File: src/rtl/tiny_proc_pkg.sv
// Shared types for the tiny processor family: FSM states, opcodes, operand selects, control vector.
// Latency: none (declarations only).
// Backpressure: not applicable.
package tiny_proc_pkg;

    // Five-phase instruction cycle plus a terminal halt state
    typedef enum logic [2:0] {
        ST_FETCH  = 3'd0,
        ST_DECODE = 3'd1,
        ST_SELECT = 3'd2,
        ST_EXEC   = 3'd3,
        ST_WB     = 3'd4,
        ST_HALT   = 3'd5
    } state_t;

    // Opcode map (upper nibble of the ROM word)
    localparam logic [3:0] OP_MOV_A_I = 4'h0;
    localparam logic [3:0] OP_MOV_B_I = 4'h1;
    localparam logic [3:0] OP_MOV_A_B = 4'h2;
    localparam logic [3:0] OP_MOV_B_A = 4'h3;
    localparam logic [3:0] OP_ADD_A   = 4'h4;
    localparam logic [3:0] OP_ADD_B   = 4'h5;
    localparam logic [3:0] OP_IN_A    = 4'h6;
    localparam logic [3:0] OP_IN_B    = 4'h7;
    localparam logic [3:0] OP_OUT_I   = 4'h8;
    localparam logic [3:0] OP_OUT_B   = 4'h9;
    localparam logic [3:0] OP_JMP     = 4'hA;
    localparam logic [3:0] OP_JNC     = 4'hB;
    localparam logic [3:0] OP_JC      = 4'hC;
    localparam logic [3:0] OP_SUB_A   = 4'hD;
    localparam logic [3:0] OP_HALT    = 4'hE;
    localparam logic [3:0] OP_SUB_B   = 4'hF;

    // ALU left-operand source
    typedef enum logic [1:0] {
        SEL_A    = 2'd0,
        SEL_B    = 2'd1,
        SEL_GPIO = 2'd2,
        SEL_ZERO = 2'd3
    } sel_t;

    // Decoded control vector, MSB first: wr_a, wr_b, wr_out, jump, sel[1:0], sub
    typedef struct packed {
        logic wr_a;
        logic wr_b;
        logic wr_out;
        logic jump;
        sel_t sel;
        logic sub;
    } ctrl_t;

    localparam int CTRL_W = $bits(ctrl_t);

    // Control vector that writes nothing and adds zero
    localparam ctrl_t CTRL_NONE = '{
        wr_a:   1'b0,
        wr_b:   1'b0,
        wr_out: 1'b0,
        jump:   1'b0,
        sel:    SEL_ZERO,
        sub:    1'b0
    };

endpackage

File: src/rtl/tiny_proc_decoder.sv
// Opcode + carry flag to control vector decoder for the tiny processor core.
// Latency: purely combinational.
// Backpressure: none; the caller samples the vector in its DECODE phase.
module tiny_proc_decoder
    import tiny_proc_pkg::*;
(
    input  logic [3:0]        opcode,
    input  logic              cf,
    output logic [CTRL_W-1:0] ctrl_vec
);

    ctrl_t ctrl;

    assign ctrl_vec = ctrl;

    // Map each opcode onto write targets, operand source, add/sub and jump decision
    always_comb begin
        ctrl = CTRL_NONE;
        case (opcode)
            OP_MOV_A_I: ctrl.wr_a = 1'b1;
            OP_MOV_B_I: ctrl.wr_b = 1'b1;
            OP_MOV_A_B: begin ctrl.wr_a = 1'b1;   ctrl.sel = SEL_B;    end
            OP_MOV_B_A: begin ctrl.wr_b = 1'b1;   ctrl.sel = SEL_A;    end
            OP_ADD_A:   begin ctrl.wr_a = 1'b1;   ctrl.sel = SEL_A;    end
            OP_ADD_B:   begin ctrl.wr_b = 1'b1;   ctrl.sel = SEL_B;    end
            OP_IN_A:    begin ctrl.wr_a = 1'b1;   ctrl.sel = SEL_GPIO; end
            OP_IN_B:    begin ctrl.wr_b = 1'b1;   ctrl.sel = SEL_GPIO; end
            OP_OUT_I:   ctrl.wr_out = 1'b1;
            OP_OUT_B:   begin ctrl.wr_out = 1'b1; ctrl.sel = SEL_B;    end
            OP_JMP:     ctrl.jump = 1'b1;
            OP_JNC:     ctrl.jump = ~cf;
            OP_JC:      ctrl.jump = cf;
            OP_SUB_A:   begin ctrl.wr_a = 1'b1;   ctrl.sel = SEL_A; ctrl.sub = 1'b1; end
            OP_SUB_B:   begin ctrl.wr_b = 1'b1;   ctrl.sel = SEL_B; ctrl.sub = 1'b1; end
            default:    ctrl = CTRL_NONE;   // HALT: handled by the core FSM
        endcase
    end

endmodule

File: src/rtl/nbit_tiny_processor.sv
// Parametrised multicycle tiny processor: external ROM in, GPIO out, A/B registers, carry flag.
// Latency: 5 cycles per instruction (FETCH, DECODE, SELECT, EXEC, WB); HALT is terminal until reset.
// Backpressure: run=0 stalls the core in FETCH; an instruction already past FETCH always completes.
module nbit_tiny_processor
    import tiny_proc_pkg::*;
#(
    parameter int DATA_W = 4,
    parameter int ADDR_W = 4
) (
    input  logic              clock,
    input  logic              reset_p,
    input  logic              run,
    input  logic [DATA_W-1:0] gpio_in,
    input  logic [DATA_W+3:0] rom_data,
    output logic [ADDR_W-1:0] rom_addr,
    output logic [DATA_W-1:0] gpio_out,
    output logic              halted,
    output logic              instr_done
);

    state_t              state_q,  state_d;
    logic [ADDR_W-1:0]   pc_q,     pc_d;
    logic [DATA_W-1:0]   a_q,      a_d;
    logic [DATA_W-1:0]   b_q,      b_d;
    logic                cf_q,     cf_d;
    logic [DATA_W-1:0]   out_q,    out_d;
    logic [3:0]          op_q,     op_d;
    logic [DATA_W-1:0]   imm_q,    imm_d;
    ctrl_t               ctrl_q,   ctrl_d;
    logic [DATA_W-1:0]   opnd_q,   opnd_d;
    logic [DATA_W-1:0]   result_q, result_d;
    logic                carry_q,  carry_d;

    logic [CTRL_W-1:0]   dec_vec;
    ctrl_t               dec_ctrl;
    logic [DATA_W:0]     alu_tmp;

    // Jump decisions use the flag left by the previous instruction
    tiny_proc_decoder u_decoder (
        .opcode   (op_q),
        .cf       (cf_q),
        .ctrl_vec (dec_vec)
    );

    assign dec_ctrl = ctrl_t'(dec_vec);

    // State register and all datapath flops; reset discards any partial instruction
    always_ff @(posedge clock or posedge reset_p) begin
        if (reset_p) begin
            state_q  <= ST_FETCH;
            pc_q     <= '0;
            a_q      <= '0;
            b_q      <= '0;
            cf_q     <= 1'b0;
            out_q    <= '0;
            op_q     <= '0;
            imm_q    <= '0;
            ctrl_q   <= CTRL_NONE;
            opnd_q   <= '0;
            result_q <= '0;
            carry_q  <= 1'b0;
        end else begin
            state_q  <= state_d;
            pc_q     <= pc_d;
            a_q      <= a_d;
            b_q      <= b_d;
            cf_q     <= cf_d;
            out_q    <= out_d;
            op_q     <= op_d;
            imm_q    <= imm_d;
            ctrl_q   <= ctrl_d;
            opnd_q   <= opnd_d;
            result_q <= result_d;
            carry_q  <= carry_d;
        end
    end

    // Next-state: fixed phase sequence, run gates FETCH, HALT opcode diverts to HALT
    always_comb begin
        state_d = state_q;
        case (state_q)
            ST_FETCH:  state_d = run ? ST_DECODE : ST_FETCH;
            ST_DECODE: state_d = (op_q == OP_HALT) ? ST_HALT : ST_SELECT;
            ST_SELECT: state_d = ST_EXEC;
            ST_EXEC:   state_d = ST_WB;
            ST_WB:     state_d = ST_FETCH;
            ST_HALT:   state_d = ST_HALT;
            default:   state_d = ST_FETCH;   // unreachable encodings recover here
        endcase
    end

    // Datapath: each phase updates only its own registers, everything else holds
    always_comb begin
        pc_d     = pc_q;
        a_d      = a_q;
        b_d      = b_q;
        cf_d     = cf_q;
        out_d    = out_q;
        op_d     = op_q;
        imm_d    = imm_q;
        ctrl_d   = ctrl_q;
        opnd_d   = opnd_q;
        result_d = result_q;
        carry_d  = carry_q;
        alu_tmp  = '0;
        case (state_q)
            ST_FETCH: begin
                if (run) begin
                    op_d  = rom_data[DATA_W+3:DATA_W];
                    imm_d = rom_data[DATA_W-1:0];
                end
            end
            ST_DECODE: ctrl_d = dec_ctrl;
            ST_SELECT: begin
                case (ctrl_q.sel)
                    SEL_A:    opnd_d = a_q;
                    SEL_B:    opnd_d = b_q;
                    SEL_GPIO: opnd_d = gpio_in;
                    default:  opnd_d = '0;
                endcase
            end
            ST_EXEC: begin
                // Extra MSB captures carry on add and borrow on subtract
                if (ctrl_q.sub) begin
                    alu_tmp = {1'b0, opnd_q} - {1'b0, imm_q};
                end else begin
                    alu_tmp = {1'b0, opnd_q} + {1'b0, imm_q};
                end
                result_d = alu_tmp[DATA_W-1:0];
                carry_d  = alu_tmp[DATA_W];
            end
            ST_WB: begin
                cf_d = carry_q;
                if (ctrl_q.wr_a)   a_d   = result_q;
                if (ctrl_q.wr_b)   b_d   = result_q;
                if (ctrl_q.wr_out) out_d = result_q;
                pc_d = ctrl_q.jump ? result_q[ADDR_W-1:0] : pc_q + ADDR_W'(1);
            end
            default: ;
        endcase
    end

    // Outputs decoded directly from registered state
    always_comb begin
        rom_addr   = pc_q;
        gpio_out   = out_q;
        halted     = (state_q == ST_HALT);
        instr_done = (state_q == ST_WB);
    end

endmodule
File: config.mk
export PLATFORM = sky130hd
export DESIGN_NAME = nbit_tiny_processor
export DESIGN_NICKNAME = d
export VERILOG_FILES = /design/src/rtl/tiny_proc_pkg.sv /design/src/rtl/tiny_proc_decoder.sv /design/src/rtl/nbit_tiny_processor.sv
export SDC_FILE = /design/constraint.sdc
export NUM_CORES = 1
export LEC_CHECK = 0
export ABC_CLOCK_PERIOD_IN_PS = 3850
export CAP_MARGIN = 25
export CELL_PAD_IN_SITES_DETAIL_PLACEMENT = 1
export CELL_PAD_IN_SITES_GLOBAL_PLACEMENT = 2
export CORE_UTILIZATION = 38
export DETAILED_ROUTE_END_ITERATION = 8
export PLACE_DENSITY = 0.83
export SYNTH_ARGS = -nofsm -noshare
export SYNTH_HDL_FRONTEND = slang
export SYNTH_SLANG_ARGS = --single-unit
File: constraint.sdc
create_clock -name clock -period 3.85 [get_ports clock]
set_clock_uncertainty 0.15 [all_clocks]
set_input_delay 0.77 -clock clock [delete_from_list [all_inputs] [get_ports clock]]
set_output_delay 0.77 -clock clock [all_outputs]
set_load 0.03 [all_outputs]
==> results of run 1 <==
==> worst max-delay path, cell delays in order, from the launching register on <==
cell,delay [ps]
dfrtp_1,470
or3b_1,580
inv_4,150
clkdlybuf4s50_1,670
==> Yosys cell counts, types with 3 or more instances <==
library cell	instances
a21oi_1	14
and2_4	3
clkbuf_1	6
dfrtp_1	42
ha_1	6
inv_1	9
mux2_2	16
mux2i_1	6
nand2_1	22
nand2b_1	3
nand3_1	5
nor2_1	17
nor3_1	5
o21ai_0	18
xnor2_1	4
==> path summary, 6_finish.rpt <==
kind / endpoint / cells past startpoint / startpoint / slack, ps
max: instr_done / 3 / state_q[1]$_DFF_PP0_ / 750
min: a_q[1]$_DFFE_PP0P_ / 1 / a_q[1]$_DFFE_PP0P_ / 340
max reg2reg: result_q[3]$_DFFE_PP0N_ / 8 / imm_q[0]$_DFFE_PP0N_ / 1550
min reg2reg: a_q[1]$_DFFE_PP0P_ / 1 / a_q[1]$_DFFE_PP0P_ / 340
max in group asynchronous: ctrl_q[1]$_DFFE_PP1P_ / 3 / reset_p / 2070
min in group asynchronous: rom_addr[1]$_DFFE_PP0P_ / 2 / reset_p / 690
==> logic make-up (layout without fill, tap and decap cells) <==
group,Yosys count,after routing,share of synthesized area
compound gates,43,43,0.116
xor+xnor,5,5,0.0203
fa+ha+maj,7,7,0.0440
buf+inv,20,44,0.0428
flops,44,44,0.511
mux,24,24,0.122
simple gates,65,65,0.145
==> routing by layer <==
layer | up-vias | part of all wire | track usage
met2 | 25 | 0.45 | 0.242
met3 | 7 | 0.030 | 0.0388
met4 | 0 | 0.014 | 0.0566
li1 | 759 | - | -
met5 | - | 0 | 0
met1 | 738 | 0.50 | 0.228
==> through the flow <==
stage	power (mW)	util
3_5_place_dp	2.00	0.447
2_1_floorplan	1.71	-
6_report	2.36	0.470
4_1_cts	2.40	0.470
3_3_place_gp	1.97	0.447
5_1_grt	2.59	0.470
==> sequential cells by signal, summed over array words and instances (netlist names) <==
name / count
gpio_out: 4
imm_q: 4
a_q: 4
op_q: 4
state_q: 3
result_q: 4
rom_addr: 4
carry_q: 1
opnd_q: 4
cf_q: 1
ctrl_q: 7
b_q: 4
==> power by group through the flow <==
stage | sequential (mW) | combinational [mW] | clock [mW]
4_1_cts | 0.934 | 1.07 | 0.395
5_1_grt | 0.972 | 1.21 | 0.413
2_1_floorplan | 0.867 | 0.843 | 0
3_3_place_gp | 0.928 | 1.04 | 0
6_report | 0.930 | 1.05 | 0.386
3_5_place_dp | 0.944 | 1.06 | 0
==> cell type report <==
type                    count  area, µm²  area share
multi-input cells         144        971       0.375
clock buffers               7       96.3      0.0373
well taps                  72       90.1      0.0348
flip-flops and latches     44       1100       0.427
clock inverters             1       30.0      0.0116
inverters                  10       40.0      0.0155
repair buffers             26        255      0.0987
==> results.py, run 1 <==
metrics = {
    "synthesis": {
        "yosys.area.top_type_share": 0.486,
        "synth_cells": 208,
        "synth.area.top_cells": "dfrtp_1 49%, mux2_2 8.3%, o21ai_0 4.2%, nand2_1 3.8%, ha_1 3.5%",
        "synth_nets": 230,
        "synthArstFlopShare": 1.00,
        "synth_edf_count": 0,
        "yosys.area.top_type": "dfrtp_1",
        "synthFlopType": "dfrtp_1",
        "postSynthAreaPerCell_um2": 10.4,
        "yosys_warnings": 0,
        "synth_seq_cells": 44,
        "yosysUniqueCellTypes": 39,
        "ys_seq_area_frac": 0.511,
        "syn_area_um2": 2160,
    },
    "cells_and_area": {
        "fin_area_um2": 2590,
        "antenna_cells": 0,
        "layout_commonest_cell": "dfrtp_1",
        "fin_cells": 304,
        "area_delta_synth_final_pct": 19.7,
        "nets": 253,
        "fillers": 620,
        "layout-drive-gt1-share": 0.147,
        "final_cell_mix": "42 x dfrtp_1, 24 x clkdlybuf4s50_1, 22 x nand2_1, 18 x o21ai_0, 17 x nor2_1",
    },
    "pwr": {
        "intPower_mw": 1.43,
        "p_seq_frac": 0.394,
        "power.density_nw_per_um2": 914,
        "p_sw_mw": 0.930,
        "clkPwrFrac": 0.163,
        "leakage_nw": 1.13,
        "combPwrFrac": 0.443,
        "irDropWorstVdd_v": 0.000393,
        "swShare": 0.394,
    },
    "place": {
        "portBuffers": 24,
        "dpl-instance-area_um2": 2460,
        "dp_slack_ps": 1080,
        "hpwlAfterDp_um": 3190,
        "dpl.cell_count": 296,
        "gp_congestion": 0.756,
    },
    "grt": {
        "grt_pass1_vias": 1489,
        "grt_pass1_wl_um": 7470,
        "grt_max_degree": 25,
        "grt-ovfl-total": 0,
        "grtUsageTotal": 0.162,
        "antenna_found_initial": 0,
    },
    "critical_path": {
        "critical_path_class": "flip-flop to output pin",
        "cp.arrival_ps": 2180,
        "startpoint_type": "flip-flop",
        "cp_max_fo": 10,
        "cp_data_required_time_ps": 2930,
        "cp-end-kind": "output pin",
    },
    "timing": {
        "slew_headroom": 0.416,
        "hold_viol": 0,
        "finalCritPeriodShare": 0.804,
        "drv_slew": 0,
        "worst_pin_slew_ps": 870,
        "period_minus_slack_ps": 3100,
        "hold_slack_ps": 340,
        "rsz0062_at_grt": "false",
        "setup_viol": 0,
        "max_freq_mhz": 323,
        "setup-tns-final_ps": 0,
        "final.setup.worst_slack_ps": 754,
    },
    "drt": {
        "vias": 1529,
        "viasPerCell": 5.03,
        "drc": 0,
        "finalWirelength_um": 4220,
        "wl_per_cell_um": 13.9,
        "final_antenna_net_count": 0,
        "drtIter0Drc": 70,
        "dr.pass1.iters": 4,
    },
    "min_path": {
        "holdCritPathClass": "flip-flop to flip-flop",
    },
    "die": {
        "num_rows": 27,
        "ioPinCount": 25,
        "dieWidth_um": 77.4,
        "coreArea_um2": 5510,
        "die_area_um2": 5990,
        "start_util": 0.392,
        "fp.dieH_um": 77.4,
    },
    "clock_network": {
        "cts_num_sinks": 44,
        "cts-root-buf": "clkbuf_8",
        "cts_buffer_depth": 2,
        "cts_tree": "done",
        "insertion_delay_ps": 300,
        "post_cts_buffers": 0,
        "cts_buffers": 5,
        "clkTransAtPathRegs_ps": 80,
        "cts_hold_buf": 0,
        "htreeDepth": 2,
        "cts-resized-gates": 0,
    },
    "job": {
        "max_cap_viol_count": 0,
    },
    "run_status": {
        "status": "complete, no violations",
    },
}
Note: power is estimated with default switching activity, not from simulation.
==> run 2, diff against run 1 <==
--- a/config.mk
+++ b/config.mk
@@ -5,13 +5,13 @@
 export SDC_FILE = /design/constraint.sdc
 export NUM_CORES = 1
 export LEC_CHECK = 0
-export ABC_CLOCK_PERIOD_IN_PS = 3850
+export ABC_CLOCK_PERIOD_IN_PS = 2880
 export CAP_MARGIN = 25
 export CELL_PAD_IN_SITES_DETAIL_PLACEMENT = 1
 export CELL_PAD_IN_SITES_GLOBAL_PLACEMENT = 2
-export CORE_UTILIZATION = 38
+export CORE_UTILIZATION = 36
 export DETAILED_ROUTE_END_ITERATION = 8
-export PLACE_DENSITY = 0.83
+export PLACE_DENSITY = 0.79
 export SYNTH_ARGS = -nofsm -noshare
 export SYNTH_HDL_FRONTEND = slang
 export SYNTH_SLANG_ARGS = --single-unit
==> constraint.sdc (replaced) <==
create_clock -name clock -period 2.88 [get_ports clock]
set_clock_uncertainty 0.15 [all_clocks]
set_input_delay 0.576 -clock clock [delete_from_list [all_inputs] [get_ports clock]]
set_output_delay 0.576 -clock clock [all_outputs]
set_load 0.03 [all_outputs]
==> run 2 against run 1 <==
Total power increased by 28%. Via count rose by 2.1%. Combinational power grew 33%. Die area rose by 5.4%. Non-clock buffer count did not move. Sequential cell count did not move. Register-to-register slack worse by 860 ps. Critical endpoint unchanged. Largest cell class unchanged.
==> results.py, run 2 (synthesis gave the netlist of run 1 again) <==
metrics = {
    "run_status": {
        "status": "complete, no violations",
    },
    "timing": {
        "drv_slew": 0,
        "setup-tns-final_ps": 0,
        "period_minus_slack_ps": 2600,
        "finalCritPeriodShare": 0.901,
        "max_freq_mhz": 385,
        "worst_pin_slew_ps": 574,
        "slew_headroom": 0.617,
        "rsz0062_at_grt": "false",
        "setup_viol": 0,
        "hold_viol": 0,
    },
    "place": {
        "dpl.cell_count": 296,
        "portBuffers": 24,
        "hpwlAfterDp_um": 3310,
        "dpl-instance-area_um2": 2460,
        "gp_congestion": 0.737,
    },
    "drt": {
        "viasPerCell": 5.15,
        "dr.pass1.iters": 2,
        "vias": 1561,
        "final_antenna_net_count": 0,
        "finalWirelength_um": 4500,
        "drc": 0,
        "wl_per_cell_um": 14.8,
        "drtIter0Drc": 46,
    },
    "grt": {
        "grt_pass1_wl_um": 7830,
        "antenna_found_initial": 0,
        "grtUsageTotal": 0.164,
        "grt_max_degree": 45,
        "grt-ovfl-total": 0,
        "grt_pass1_vias": 1567,
    },
    "critical_path": {
        "cp-end-kind": "output pin",
        "cp_slowest_cell": "or3b_1",
        "reg2reg_slack_ps": 690,
        "crit_chain": "or3b_1, inv_4, dlygate4sd2_1",
        "cp_slowest_stage_delay_ps": 570,
        "cp_max_fo": 10,
        "startpoint_type": "flip-flop",
        "cp.arrival_ps": 1870,
        "cp_data_required_time_ps": 2150,
        "critical_path_class": "flip-flop to output pin",
    },
    "cells_and_area": {
        "fin_area_um2": 2540,
        "antenna_cells": 0,
        "largest_register_ffs": 7,
        "final_util": 0.450,
        "fin_cells": 303,
        "layout-drive-gt1-share": 0.139,
        "area_delta_synth_final_pct": 17.4,
        "final_cell_mix": "42 x dfrtp_1, 23 x clkdlybuf4s50_1, 22 x nand2_1, 18 x o21ai_0, 17 x nor2_1",
        "nets": 253,
        "layout_commonest_cell": "dfrtp_1",
        "top_register": "ctrl_q",
    },
    "pwr": {
        "power.density_nw_per_um2": 1190,
        "power_mw": 3.02,
        "irDropWorstVdd_v": 0.000423,
        "leakage_nw": 1.11,
    },
    "clock_network": {
        "cts_hold_buf": 0,
        "cts_buffer_depth": 2,
        "cts_buffers": 5,
        "insertion_delay_ps": 300,
        "cts_num_sinks": 44,
        "cts-root-buf": "clkbuf_8",
        "htreeDepth": 2,
        "cts_tree": "done",
        "clkTransAtPathRegs_ps": 80,
    },
    "die": {
        "ioPinCount": 25,
        "fp.dieH_um": 79.5,
        "coreArea_um2": 5640,
        "die_area_um2": 6320,
        "dieWidth_um": 79.5,
        "start_util": 0.383,
        "num_rows": 27,
    },
    "job": {
        "max_cap_viol_count": 0,
    },
    "min_path": {
        "holdCritPathClass": "flip-flop to flip-flop",
    },
}
-- run 2: repair_timing --
| action | in CTS | in global routing |
|---|---|---|
| setup endpoints to repair | 1 | 0 |
| hold endpoints to repair | 0 | 0 |
| gates resized for setup | 1 | 0 |
| buffers inserted | 0 | 0 |
-- run 2: metrics by stage --
step                      setup WS, ps  hold slack (ps)
after floorplan                    852              289
after global placement             352              319
after detailed placement           316              330
after CTS                          253              349
after global routing               177              366
final                              285              340
-- run 2: layout make-up --
type                       count  area, µm²
multi-input combinational    144        971
inverter                      10       40.0
timing repair buffer          26        254
tap                           72       90.1
clock inverter                 1       5.00
fill                         633       3110
sequential                    44       1100
clock buffer                   6       72.6
-- run 2: routing by layer --
metal	vias to the layer above	wire length, µm	global-route usage
met5	-	0	0
met4	0	66	0.0655
met3	9	146	0.0343
met2	24	2050	0.250
met1	767	2240	0.226
li1	761	-	-
-- run 2: critical path, delay by kind of cell (launching register included) --
kind	cells	cell delay (ps)
buffers and inverters	2	540
AND/OR/NAND/NOR	1	570
flip-flops	1	470
-- run 2: path summary, 6_finish.rpt --
path                                           start                 endpoint  depth (start not counted)
worst max-delay path            state_q[1]$_DFF_PP0_               instr_done                          3
worst min-delay path             carry_q$_DFFE_PP0N_         cf_q$_DFFE_PP0P_                          2
worst max register to register  imm_q[0]$_DFFE_PP0N_  result_q[3]$_DFFE_PP0N_                          8
worst min register to register   carry_q$_DFFE_PP0N_         cf_q$_DFFE_PP0P_                          2
max in group asynchronous                    reset_p     state_q[1]$_DFF_PP0_                          3
min in group asynchronous                    reset_p  rom_addr[1]$_DFFE_PP0P_                          3
-- run 2: power by group --
group | internal [mW] | total [mW] | switching [mW]
clock | 0.165 | 0.364 | 0.199
combinational | 0.695 | 1.40 | 0.706
sequential | 0.912 | 1.25 | 0.338
==> run 3, diff against run 2 <==
--- a/config.mk
+++ b/config.mk
@@ -12,6 +12,7 @@
 export CORE_UTILIZATION = 36
 export DETAILED_ROUTE_END_ITERATION = 8
 export PLACE_DENSITY = 0.79
+export SLEW_MARGIN = 20
 export SYNTH_ARGS = -nofsm -noshare
 export SYNTH_HDL_FRONTEND = slang
 export SYNTH_SLANG_ARGS = --single-unit
==> results of run 3 <==
No change in the layout: final DEF, timing and power equal those of run 2.
